`src/rtl/vsc_pkg.sv`:
```
`default_nettype none
// ============================================================================
//  Module      : vsc_pkg
//  Description : Shared types for the vector sequencer control unit: opcode
//                map, FSM state encoding and the packed control bundle.
//  Revision    : 1.0 - initial release
// ============================================================================
package vsc_pkg;

    typedef enum logic [3:0] {
        OP_SUM   = 4'b0000,
        OP_SUMFV = 4'b0001,
        OP_SUMI  = 4'b0010,
        OP_MULFV = 4'b0011,
        OP_SUBI  = 4'b0100,
        OP_LDV   = 4'b0101,
        OP_CMPEQ = 4'b0110,
        OP_NOP   = 4'b0111,
        OP_J     = 4'b1000,
        OP_JEQ   = 4'b1001,
        OP_SETI  = 4'b1010,
        OP_SETFV = 4'b1011
    } opcode_e;

    typedef enum logic [1:0] {
        S_IDLE = 2'd0,
        S_VEC  = 2'd1,
        S_MEM  = 2'd2
    } state_e;

    // Eleven datapath control bits, MSB first in this order.
    typedef struct packed {
        logic mux_pc;
        logic sca_reg_w;
        logic vec_reg_w;
        logic sca_mux_exe;
        logic sca_alu_op;
        logic vec_alu_op;
        logic w_mem;
        logic r_mem;
        logic sca_reg_wd;
        logic vec_reg_wd;
        logic vec_reg_wfp;
    } ctrl_t;

    localparam ctrl_t c_ctrl_none = '0;

endpackage : vsc_pkg
`default_nettype wire

```
`src/rtl/vsc_decode.sv`:
```
`default_nettype none
// ============================================================================
//  Module      : vsc_decode
//  Description : Combinational opcode decoder producing the control bundle
//                and vector / memory / illegal classification flags.
//  Revision    : 1.0 - initial release
// ============================================================================
module vsc_decode
    import vsc_pkg::*;
(
    input  logic [3:0] i_opcode,
    input  logic       i_flag_zero,
    output ctrl_t      o_ctrl,
    output logic       o_is_vec,
    output logic       o_is_mem,
    output logic       o_illegal
);

    // Opcode to control bundle; undefined opcodes decode to an all-zero bundle.
    always_comb begin
        o_ctrl    = c_ctrl_none;
        o_is_vec  = 1'b0;
        o_is_mem  = 1'b0;
        o_illegal = 1'b0;
        case (i_opcode)
            OP_SUM: begin
                o_ctrl.sca_reg_w  = 1'b1;
                o_ctrl.sca_reg_wd = 1'b1;
            end
            OP_SUMI: begin
                o_ctrl.sca_reg_w   = 1'b1;
                o_ctrl.sca_mux_exe = 1'b1;
            end
            OP_SUBI: begin
                o_ctrl.sca_reg_w   = 1'b1;
                o_ctrl.sca_mux_exe = 1'b1;
                o_ctrl.sca_alu_op  = 1'b1;
            end
            OP_SETI:  o_ctrl.sca_reg_w = 1'b1;
            OP_CMPEQ: ;
            OP_NOP:   ;
            OP_J:     o_ctrl.mux_pc = 1'b1;
            // Branch decision uses the registered compare flag only.
            OP_JEQ:   o_ctrl.mux_pc = i_flag_zero;
            OP_SUMFV: begin
                o_ctrl.vec_alu_op = 1'b1;
                o_ctrl.w_mem      = 1'b1;
                o_is_mem          = 1'b1;
            end
            OP_MULFV: begin
                o_ctrl.vec_reg_w  = 1'b1;
                o_ctrl.vec_alu_op = 1'b1;
                o_ctrl.vec_reg_wd = 1'b1;
                o_is_vec          = 1'b1;
            end
            OP_LDV: begin
                o_ctrl.vec_reg_w = 1'b1;
                o_ctrl.r_mem     = 1'b1;
                o_is_mem         = 1'b1;
            end
            OP_SETFV: begin
                o_ctrl.vec_reg_w   = 1'b1;
                o_ctrl.vec_reg_wfp = 1'b1;
                o_is_vec           = 1'b1;
            end
            default: o_illegal = 1'b1;
        endcase
    end

endmodule : vsc_decode
`default_nettype wire

```
`src/rtl/vector_sequencer_cu.sv`:
```
`default_nettype none
// ============================================================================
//  Module      : vector_sequencer_cu
//  Description : Control unit sequencing scalar instructions in one cycle and
//                vector instructions over VLEN/LANES beats, with a registered
//                compare flag for conditional branches.
//  Revision    : 1.0 - initial release
// ============================================================================
module vector_sequencer_cu
    import vsc_pkg::*;
#(
    parameter int ARQ   = 32,
    parameter int VLEN  = 16,
    parameter int LANES = 4,
    localparam int BEATS = (LANES > 0) ? VLEN / LANES : 1,
    localparam int BW    = (BEATS > 2) ? $clog2(BEATS) : 1
) (
    input  logic          clk,
    input  logic          rst_n,
    input  logic          instr_valid,
    input  logic [3:0]    opcode,
    output logic          instr_ready,
    input  logic          zero,
    input  logic          mem_ready,
    output logic          mux_pc,
    output logic          pc_en,
    output logic          sca_reg_w,
    output logic          vec_reg_w,
    output logic          sca_mux_exe,
    output logic          sca_alu_op,
    output logic          vec_alu_op,
    output logic          w_mem,
    output logic          r_mem,
    output logic          sca_reg_wd,
    output logic          vec_reg_wd,
    output logic          vec_reg_wfp,
    output logic [BW-1:0] beat_idx,
    output logic          busy,
    output logic          flag_zero,
    output logic          illegal
);

    localparam logic [BW-1:0] c_last_beat = BW'(BEATS - 1);

    // Reject geometries that do not split into whole beats.
    if (ARQ < 1 || LANES < 1 || VLEN < LANES || (VLEN % LANES) != 0) begin : g_param_check
        $error("vector_sequencer_cu: VLEN must be a positive multiple of LANES and ARQ positive");
    end

    state_e        r_state;
    state_e        w_next_state;
    logic [3:0]    r_op;
    logic [BW-1:0] r_beat;
    logic          r_flag_zero;
    logic [3:0]    w_dec_op;
    ctrl_t         w_dec_ctrl;
    ctrl_t         w_ctrl;
    logic          w_is_vec;
    logic          w_is_mem;
    logic          w_dec_illegal;
    logic          w_last;

    // Idle decodes the live opcode; vector states replay the latched one.
    assign w_dec_op = (r_state == S_IDLE) ? opcode : r_op;
    assign w_last   = (r_beat == c_last_beat);

    vsc_decode u_decode (
        .i_opcode    (w_dec_op),
        .i_flag_zero (r_flag_zero),
        .o_ctrl      (w_dec_ctrl),
        .o_is_vec    (w_is_vec),
        .o_is_mem    (w_is_mem),
        .o_illegal   (w_dec_illegal)
    );

    // Next-state and output logic; reset low forces every output quiet.
    always_comb begin
        w_next_state = r_state;
        w_ctrl       = c_ctrl_none;
        pc_en        = 1'b0;
        illegal      = 1'b0;
        instr_ready  = 1'b0;
        busy         = 1'b0;
        case (r_state)
            S_IDLE: begin
                instr_ready = 1'b1;
                if (instr_valid) begin
                    if (w_is_vec) begin
                        w_next_state = S_VEC;
                    end else if (w_is_mem) begin
                        w_next_state = S_MEM;
                    end else begin
                        w_ctrl  = w_dec_ctrl;
                        pc_en   = 1'b1;
                        illegal = w_dec_illegal;
                    end
                end
            end
            S_VEC: begin
                busy   = 1'b1;
                w_ctrl = w_dec_ctrl;
                if (w_last) begin
                    pc_en        = 1'b1;
                    w_next_state = S_IDLE;
                end
            end
            S_MEM: begin
                busy   = 1'b1;
                w_ctrl = w_dec_ctrl;
                if (mem_ready && w_last) begin
                    pc_en        = 1'b1;
                    w_next_state = S_IDLE;
                end
            end
            default: w_next_state = S_IDLE;
        endcase
        if (!rst_n) begin
            w_ctrl      = c_ctrl_none;
            pc_en       = 1'b0;
            illegal     = 1'b0;
            instr_ready = 1'b0;
            busy        = 1'b0;
        end
    end

    // State, latched opcode, beat counter and compare flag registers.
    always_ff @(posedge clk or negedge rst_n) begin
        if (!rst_n) begin
            r_state     <= S_IDLE;
            r_op        <= OP_NOP;
            r_beat      <= '0;
            r_flag_zero <= 1'b0;
        end else begin
            r_state <= w_next_state;
            case (r_state)
                S_IDLE: begin
                    if (instr_valid) begin
                        if (w_is_vec || w_is_mem) begin
                            r_op   <= opcode;
                            r_beat <= '0;
                        end
                        if (opcode == OP_CMPEQ) begin
                            r_flag_zero <= zero;
                        end
                    end
                end
                S_VEC: r_beat <= w_last ? '0 : r_beat + BW'(1);
                S_MEM: begin
                    if (mem_ready) begin
                        r_beat <= w_last ? '0 : r_beat + BW'(1);
                    end
                end
                default: r_beat <= '0;
            endcase
        end
    end

    assign mux_pc      = w_ctrl.mux_pc;
    assign sca_reg_w   = w_ctrl.sca_reg_w;
    assign vec_reg_w   = w_ctrl.vec_reg_w;
    assign sca_mux_exe = w_ctrl.sca_mux_exe;
    assign sca_alu_op  = w_ctrl.sca_alu_op;
    assign vec_alu_op  = w_ctrl.vec_alu_op;
    assign w_mem       = w_ctrl.w_mem;
    assign r_mem       = w_ctrl.r_mem;
    assign sca_reg_wd  = w_ctrl.sca_reg_wd;
    assign vec_reg_wd  = w_ctrl.vec_reg_wd;
    assign vec_reg_wfp = w_ctrl.vec_reg_wfp;
    assign beat_idx    = r_beat;
    assign flag_zero   = r_flag_zero;

endmodule : vector_sequencer_cu
`default_nettype wire

```
`config.mk`:
```
export PLATFORM = sky130hd
export DESIGN_NAME = vector_sequencer_cu
export DESIGN_NICKNAME = d
export VERILOG_FILES = /design/src/rtl/vsc_pkg.sv /design/src/rtl/vsc_decode.sv /design/src/rtl/vector_sequencer_cu.sv
export SDC_FILE = /design/constraint.sdc
export NUM_CORES = 1
export LEC_CHECK = 0
export CORE_MARGIN = 1.5
export CORE_UTILIZATION = 48
export DETAILED_ROUTE_END_ITERATION = 8
export PLACE_DENSITY = 0.82
export SKIP_LAST_GASP = 1
export SLEW_MARGIN = 20
export SYNTH_ARGS = -nofsm -noshare
export SYNTH_HDL_FRONTEND = slang
export SYNTH_SLANG_ARGS = --single-unit
```
`constraint.sdc`:
```
create_clock -name clk -period 2.7 [get_ports clk]
set_input_delay 0.405 -clock clk [delete_from_list [all_inputs] [get_ports clk]]
set_output_delay 0.405 -clock clk [all_outputs]
set_load 0.1 [all_outputs]
```
==> results.yml, run 1 <==
placement:
  gp_congestion: 0.917
  port_buffers: 26
  dp_hpwl_um: 2050
  post-place-ws_ps: 176
worst_setup_path:
  reg2regPathDepth: 7
  timing.rr.end: "r_state[1]"
  worst_r2r_startpoint: "r_state[1]"
  start_kind: "flop"
  crit_family: "simple AND/OR/NAND/NOR gates"
  ff2ff_setup_slack_ps: 580
  cp-endpoint: "vec_reg_wd"
  worst-path-stages: 7
  path_cells: "inv_1 -> ha_4 -> mux2i_1 -> or3_4 -> nand3b_1 -> a21oi_2 -> buf_12"
  critPathBufInv: 2
  cp-startpoint: "r_state[1]"
  cp-end-kind: "output port"
  worst_path_max_delay_cell: "dfrtp_1"
  crit_fanout: 8
  cpPeakStageDelay_ps: 410
  cp.arrival_ps: 2230
  cp.required_ps: 2300
  worstSetupPathType: "reg2out"
global_routing:
  grt_pass1_wl_um: 4340
  overflow: 0
  grt_use_total_pct: 31.4
  grt_max_degree: 12
  grt_pass1_vias: 888
  antenna_found_initial: 0
worst_hold_path:
  hp-class: "in2async"
timing:
  tightest_slew_ps: 393
  clock.fmax_ghz: 0.380
  setup_viol: 0
  setup_slack_ps: 68.8
  rsz0062_at_grt: "yes"
  clock_skew_ps: 3.96
  finalCriticalPeriod_ps: 2630
  hold_viol: 0
  slew_headroom_pct: 73.7
  slew_violations: 0
  timing.final.crit_share_pct: 97.5
cells_and_area:
  final_nets: 141
  syn_to_final_growth_pct: 71.9
  drive_above_1_share_pct: 44.4
  antenna_cells: 0
floorplan:
  io_pins: 27
  die_w_um: 43.9
  placementRows: 14
  core_um2: 1540
  initial_core_util_pct: 52.2
  die_area_um2: 1930
  die_h_um: 43.9
run_status:
  status: "finished clean"
clock_network:
  ctsLongestPathBuffers: 2
  cts-root-buf: "clkbuf_4"
  cts_tree: "built"
  clk_pin_slew_ps: 60
  clk_latency_ps: 260
  clock-sinks: 9
  cts_buffers: 3
  h-tree-depth: 1
run:
  maxCapViolations: 0
power_and_ir_drop:
  irDropWorstVdd_v: 0.000970
  pwr_density_cell_nw_per_um2: 1000
  power.leakage_nw: 0.598
  finalPower_mw: 1.39
logic_synthesis:
  synth_top_area_share_pct: 18.7
  synth_seq_cells: 9
  yosysMostFrequentCell: "a21oi_1"
  synth_area_um2: 805
  synth_nets: 106
  syn_inst: 92
  synth_area_leaders: "dfrtp_1, dfstp_2, ha_1"
  netlist_top_cells_count: "a21oi_1, inv_1, nand2_1, nor2_1, dfrtp_1"
  synth.lib_cells_used.distinct: 37
  synth_seq_area_share_pct: 28.5
  ys.flop_type: "dfrtp_1"
  syn_area_per_cell_um2: 8.74
  yosysTopAreaCell: "dfrtp_1"
  synth-warning-count: 0
  synth_edf_count: 0
  async_flop_share_pct: 100
route:
  wl_per_cell_um: 18.8
  routed_wl_um: 2670
  drt_iter0_markers: 31
  drtAntennaViolNets: 0
  remaining_drc_errors: 0
  dr_total_vias: 901
  vias_per_cell: 6.35
  firstDrtPassIters: 4
placed cells by master (no fill, tap or decap), types with 2 or more instances in the layout:
cell / count
a21o_1: 2
a21oi_1: 5
a21oi_2: 3
buf_12: 15
buf_4: 9
clkbuf_4: 3
clkdlybuf4s50_1: 8
dfrtp_1: 6
dfstp_2: 3
ha_1: 4
inv_1: 6
mux2_2: 5
mux2i_1: 4
nand2_1: 7
nand2b_1: 5
nand3_1: 2
nor2_1: 3
nor2_2: 3
nor3_2: 2
o32a_1: 2
or3_4: 2
cell type report:
type,count,area [µm²]
multi-input cells,74,633
clock buffers,4,26.3
well taps,16,20.0
fillers,71,159
flip-flops and latches,9,229
inverters,7,26.3
repair buffers,32,448
routing by layer:
metal	up-vias	part of all wire, %	track usage, %
met4	0	3.4	18.2
met2	44	54	54.1
met3	10	5.2	3.75
met5	-	0	0
li1	410	-	-
met1	437	37	37.0
where the power goes:
| group | total (mW) | internal, mW | switching (mW) |
|---|---|---|---|
| Combinational | 1.03 | 0.394 | 0.638 |
| Clock | 0.0985 | 0.0566 | 0.0419 |
| Sequential | 0.256 | 0.198 | 0.0585 |
| Total | 1.39 | 0.649 | 0.738 |
worst min-delay path by stage:
| stage | slack [ps] | end | depth (start not counted) |
|---|---|---|---|
| floorplan | 110 | beat_idx[0] | 0 |
| detailed placement | 510 | r_op[0] | 1 |
| finish | 500 | beat_idx[1] | 2 |
| global route | 510 | beat_idx[1] | 2 |
| global placement | 510 | r_op[0] | 1 |
| CTS | 500 | beat_idx[1] | 2 |
logic make-up after synthesis:
group / synth area share, %
compound gates: 18.5
fa+ha+maj: 7.78
buf+inv: 5.29
flops: 28.5
mux: 13.2
simple gates: 26.8
state kept, by name, summed over array words and instances (netlist names):
register	count
beat_idx	2
r_op	4
flag_zero	1
r_state	2
through the flow:
step | std cells | cell area (µm²) | hold WS, ps | TNS [ps] | util [%]
global route | 142 | 1380 | 511 | -64.4 | 89.7
CTS | 142 | 1360 | 501 | 0 | 88.4
global placement | 138 | 1320 | 512 | 0 | 85.9
finish | 142 | 1380 | 502 | 0 | 89.7
floorplan | 92 | 872 | 109 | -1910 | -
detailed placement | 138 | 1320 | 511 | 0 | 85.9
timing repair:
item,CTS,global route
setup buffers,0,0
cloned,0,0
endpoints found under the setup margin,5,7
pin swaps,0,0
gates resized for setup,2,7
hold buffers,0,0
Note: power is estimated with default switching activity, not from simulation.
==> run 2, diff against run 1 <==
--- a/config.mk
+++ b/config.mk
@@ -10,2 +10,3 @@
 export DETAILED_ROUTE_END_ITERATION = 8
+export GPL_ROUTABILITY_DRIVEN = 0
 export PLACE_DENSITY = 0.82
==> constraint.sdc (replaced) <==
create_clock -name clk -period 2.7 [get_ports clk]
set_input_delay 0.54 -clock clk [delete_from_list [all_inputs] [get_ports clk]]
set_output_delay 0.54 -clock clk [all_outputs]
set_load 0.1 [all_outputs]
==> run 2 against run 1 <==
Against the previous run: the flow now stops in clock tree synthesis; synthesized cell count is the same; area after synthesis is the same.
==> results.yml, run 2 <==
run_status:
  status: "did not finish"
  lastStage: "clock tree synthesis"
  firstError: "[ERROR DPL-0033] detailed placement checks failed during check placement."
floorplan:
  die_w_um: 43.9
  initial_core_util_pct: 52.2
  io_pins: 27
  die_h_um: 43.9
  placementRows: 14
logic_synthesis:
  synth_seq_cells: 9
  synth-simple-area-share_pct: 26.7
  synth-compound-area-share_pct: 18.5
  yosysTopAreaCell: "dfrtp_1"
  synth_area_um2: 805
  synth_top_area_share_pct: 18.7
  synth_edf_count: 0
  synth_top_family_by_area: "simple AND/OR/NAND/NOR gates"
  netlist_top_cells_count: "a21oi_1, inv_1, nand2_1, nor2_1, dfrtp_1"
  synth_area_leaders: "dfrtp_1, dfstp_2, ha_1"
  async_flop_share_pct: 100
  ys.flop_type: "dfrtp_1"
  synth.lib_cells_used.distinct: 37
  synth_seq_area_share_pct: 28.5
  synth_nets: 106
  synthAdderAreaFrac_pct: 7.78
  syn_area_per_cell_um2: 8.74
  syn_inst: 92
  post_synth_xor_area_fraction_pct: 0
  muxShareOfSynthArea_pct: 13.2
  yosysMostFrequentCell: "a21oi_1"
  synth-warning-count: 0
clock_network:
  h-tree-depth: 1
  ctsLongestPathBuffers: 2
  cts_buffers: 3
  cts-root-buf: "clkbuf_4"
  cts_resized: 4
  holdBufCountCts: 0
  clock-sinks: 9
  cts_setup_buffers: 6
placement:
  dpl_cell_area_um2: 1440
  dp_hpwl_um: 2210
  port_buffers: 26
  post-place-ws_ps: -62.5
==> run 2: cell counts after synthesis <==
No cell type changed its count.
==> run 2: cell families after synthesis <==
family,after synthesis
buffers and inverters,9
adders and majority gates,5
AOI/OAI and AO/OA,21
and+or+nand+nor,38
DFF,9
muxes,10
==> run 2: stage by stage <==
stage / TNS, ps / instances
floorplan: -996 / 92
global placement: -18.1 / 146
detailed placement: -222 / 146
==> run 3, diff against run 2 <==
Settings changed: CORE_AREA set to 2 2 63 65, CORE_MARGIN 1.5 to unset, CORE_UTILIZATION 48 to unset, DIE_AREA set to 0 0 65 67, PLACE_DENSITY 0.82 to unset, PLACE_DENSITY_LB_ADDON set to 0.15.
==> run 3 against run 2 <==
Against the previous run: the run now ends clean.
==> results.yml, run 3 (synthesis results as in run 1) <==
run_status:
  status: "finished clean"
clock_network:
  holdBufCountCts: 0
  clk_pin_slew_ps: 40
  cts_buffers: 3
  h-tree-depth: 1
  ctsLongestPathBuffers: 2
  clk_latency_ps: 230
  cts_tree: "built"
  cts-root-buf: "clkbuf_8"
  clock-sinks: 9
route:
  wl_per_cell_um: 12.9
  firstDrtPassIters: 4
  met2WireLength_um: 1270
  vias_per_cell: 4.65
  routed_wl_um: 2510
  top_layer: "met3"
  drtAntennaViolNets: 0
  remaining_drc_errors: 0
  route.met3.wl_um: 148
  met1_length_um: 1090
  dr_total_vias: 906
  drt_iter0_markers: 26
power_and_ir_drop:
  irDropWorstVdd_v: 0.000402
  pwr_density_cell_nw_per_um2: 955
  power.leakage_nw: 0.728
  finalPower_mw: 1.57
timing:
  slew_headroom_pct: 79.3
  setup_viol: 0
  finalCriticalPeriod_ps: 2620
  hold_viol: 0
  clock.fmax_ghz: 0.382
  timing.final.crit_share_pct: 96.9
  clock_skew_ps: 1.86
  finalSetupTns_ps: 0
  rsz0062_at_grt: "no"
  slew_violations: 0
  tightest_slew_ps: 308
cells_and_area:
  fin_util_pct: 45.5
  antenna_cells: 0
  fillers: 353
  syn_to_final_growth_pct: 104
  stdcell_count: 195
  largest_reg_flops: 4
  final_nets: 162
  layout_common_cells: "buf_4, buf_12, nand2_1"
  mostFrequentLayoutCell: "buf_4"
  drive_above_1_share_pct: 54.4
  largest-register: "r_op"
global_routing:
  overflow: 0
  grt_use_total_pct: 12.3
  grt_pass1_wl_um: 4200
  grt_max_degree: 12
  antenna_found_initial: 0
  grt_pass1_vias: 898
worst_setup_path:
  crit_fanout: 4
  worstSetupPathType: "reg2out"
  path_cells: "inv_2 -> ha_4 -> nand2_1 -> or3_4 -> nand3b_1 -> a21oi_4 -> buf_12"
  worst_path_max_delay_cell: "or3_4"
  cp.arrival_ps: 2080
  critPathBufInv: 2
  cp-startpoint: "r_state[0]"
  cp.required_ps: 2160
  cp-end-kind: "output port"
  cpPeakStageDelay_ps: 380
  crit_family: "simple AND/OR/NAND/NOR gates"
  start_kind: "flop"
  worst_r2r_startpoint: "r_state[0]"
  ff2ff_setup_slack_ps: 660
floorplan:
  placementRows: 22
  core_um2: 3610
  die_area_um2: 4360
  initial_core_util_pct: 22.3
  die_h_um: 67
  io_pins: 27
  die_w_um: 65
run:
  maxCapViolations: 0
worst_hold_path:
  hp-class: "in2async"
placement:
  dp_hpwl_um: 2080
  port_buffers: 26
  dp_cells: 182
## run 3: through the flow
stage	hold WS, ps	instance area, µm²	worst slack (ps)
2_1_floorplan	244	928	-346
3_3_place_gp	515	1510	-22.1
3_5_place_dp	517	1510	-44.4
4_1_cts	481	1600	0.975
5_1_grt	492	1640	4.34
6_report	480	1640	83.9
## run 3: tightest hold or removal path, stage by stage
cell	delay (ps)
dlygate4sd2_1	220
buf_4	110
buf_4	180
## run 3: timing repair
item,CTS,global route
gates resized for setup,2,5
pin swaps,2,1
setup buffers,6,3
endpoints found under the setup margin,3,9
## run 3: power by group
part / total, mW / switching, mW / internal (mW)
clock: 0.150 / 0.0480 / 0.102
sequential: 0.255 / 0.0565 / 0.199
combinational: 1.16 / 0.660 / 0.501
total: 1.57 / 0.764 / 0.802
## run 3: final cells by class
cell class | instances | area (µm²) | area share (%)
clock buffer | 4 | 45.0 | 2.75
inverter | 7 | 26.3 | 1.60
multi-input combinational | 74 | 671 | 40.9
sequential | 9 | 229 | 14.0
tap | 48 | 60.1 | 3.66
timing repair buffer | 53 | 609 | 37.1
## run 3: final timing paths
| path | endpoint | cells past startpoint |
|---|---|---|
| setup / recovery | vec_reg_wd | 7 |
| hold / removal | r_op[3] | 3 |
| setup reg to reg | r_state[1] | 7 |
| hold reg to reg | r_op[0] | 1 |
| max in group asynchronous | r_op[0] | 3 |
| min in group clk | r_op[0] | 1 |
## run 3: per-layer routing
layer	track usage [%]	vias up
li1	-	448
met1	14.3	434
met2	21.8	24
met3	3.38	0
met4	3.99	0
met5	0	-
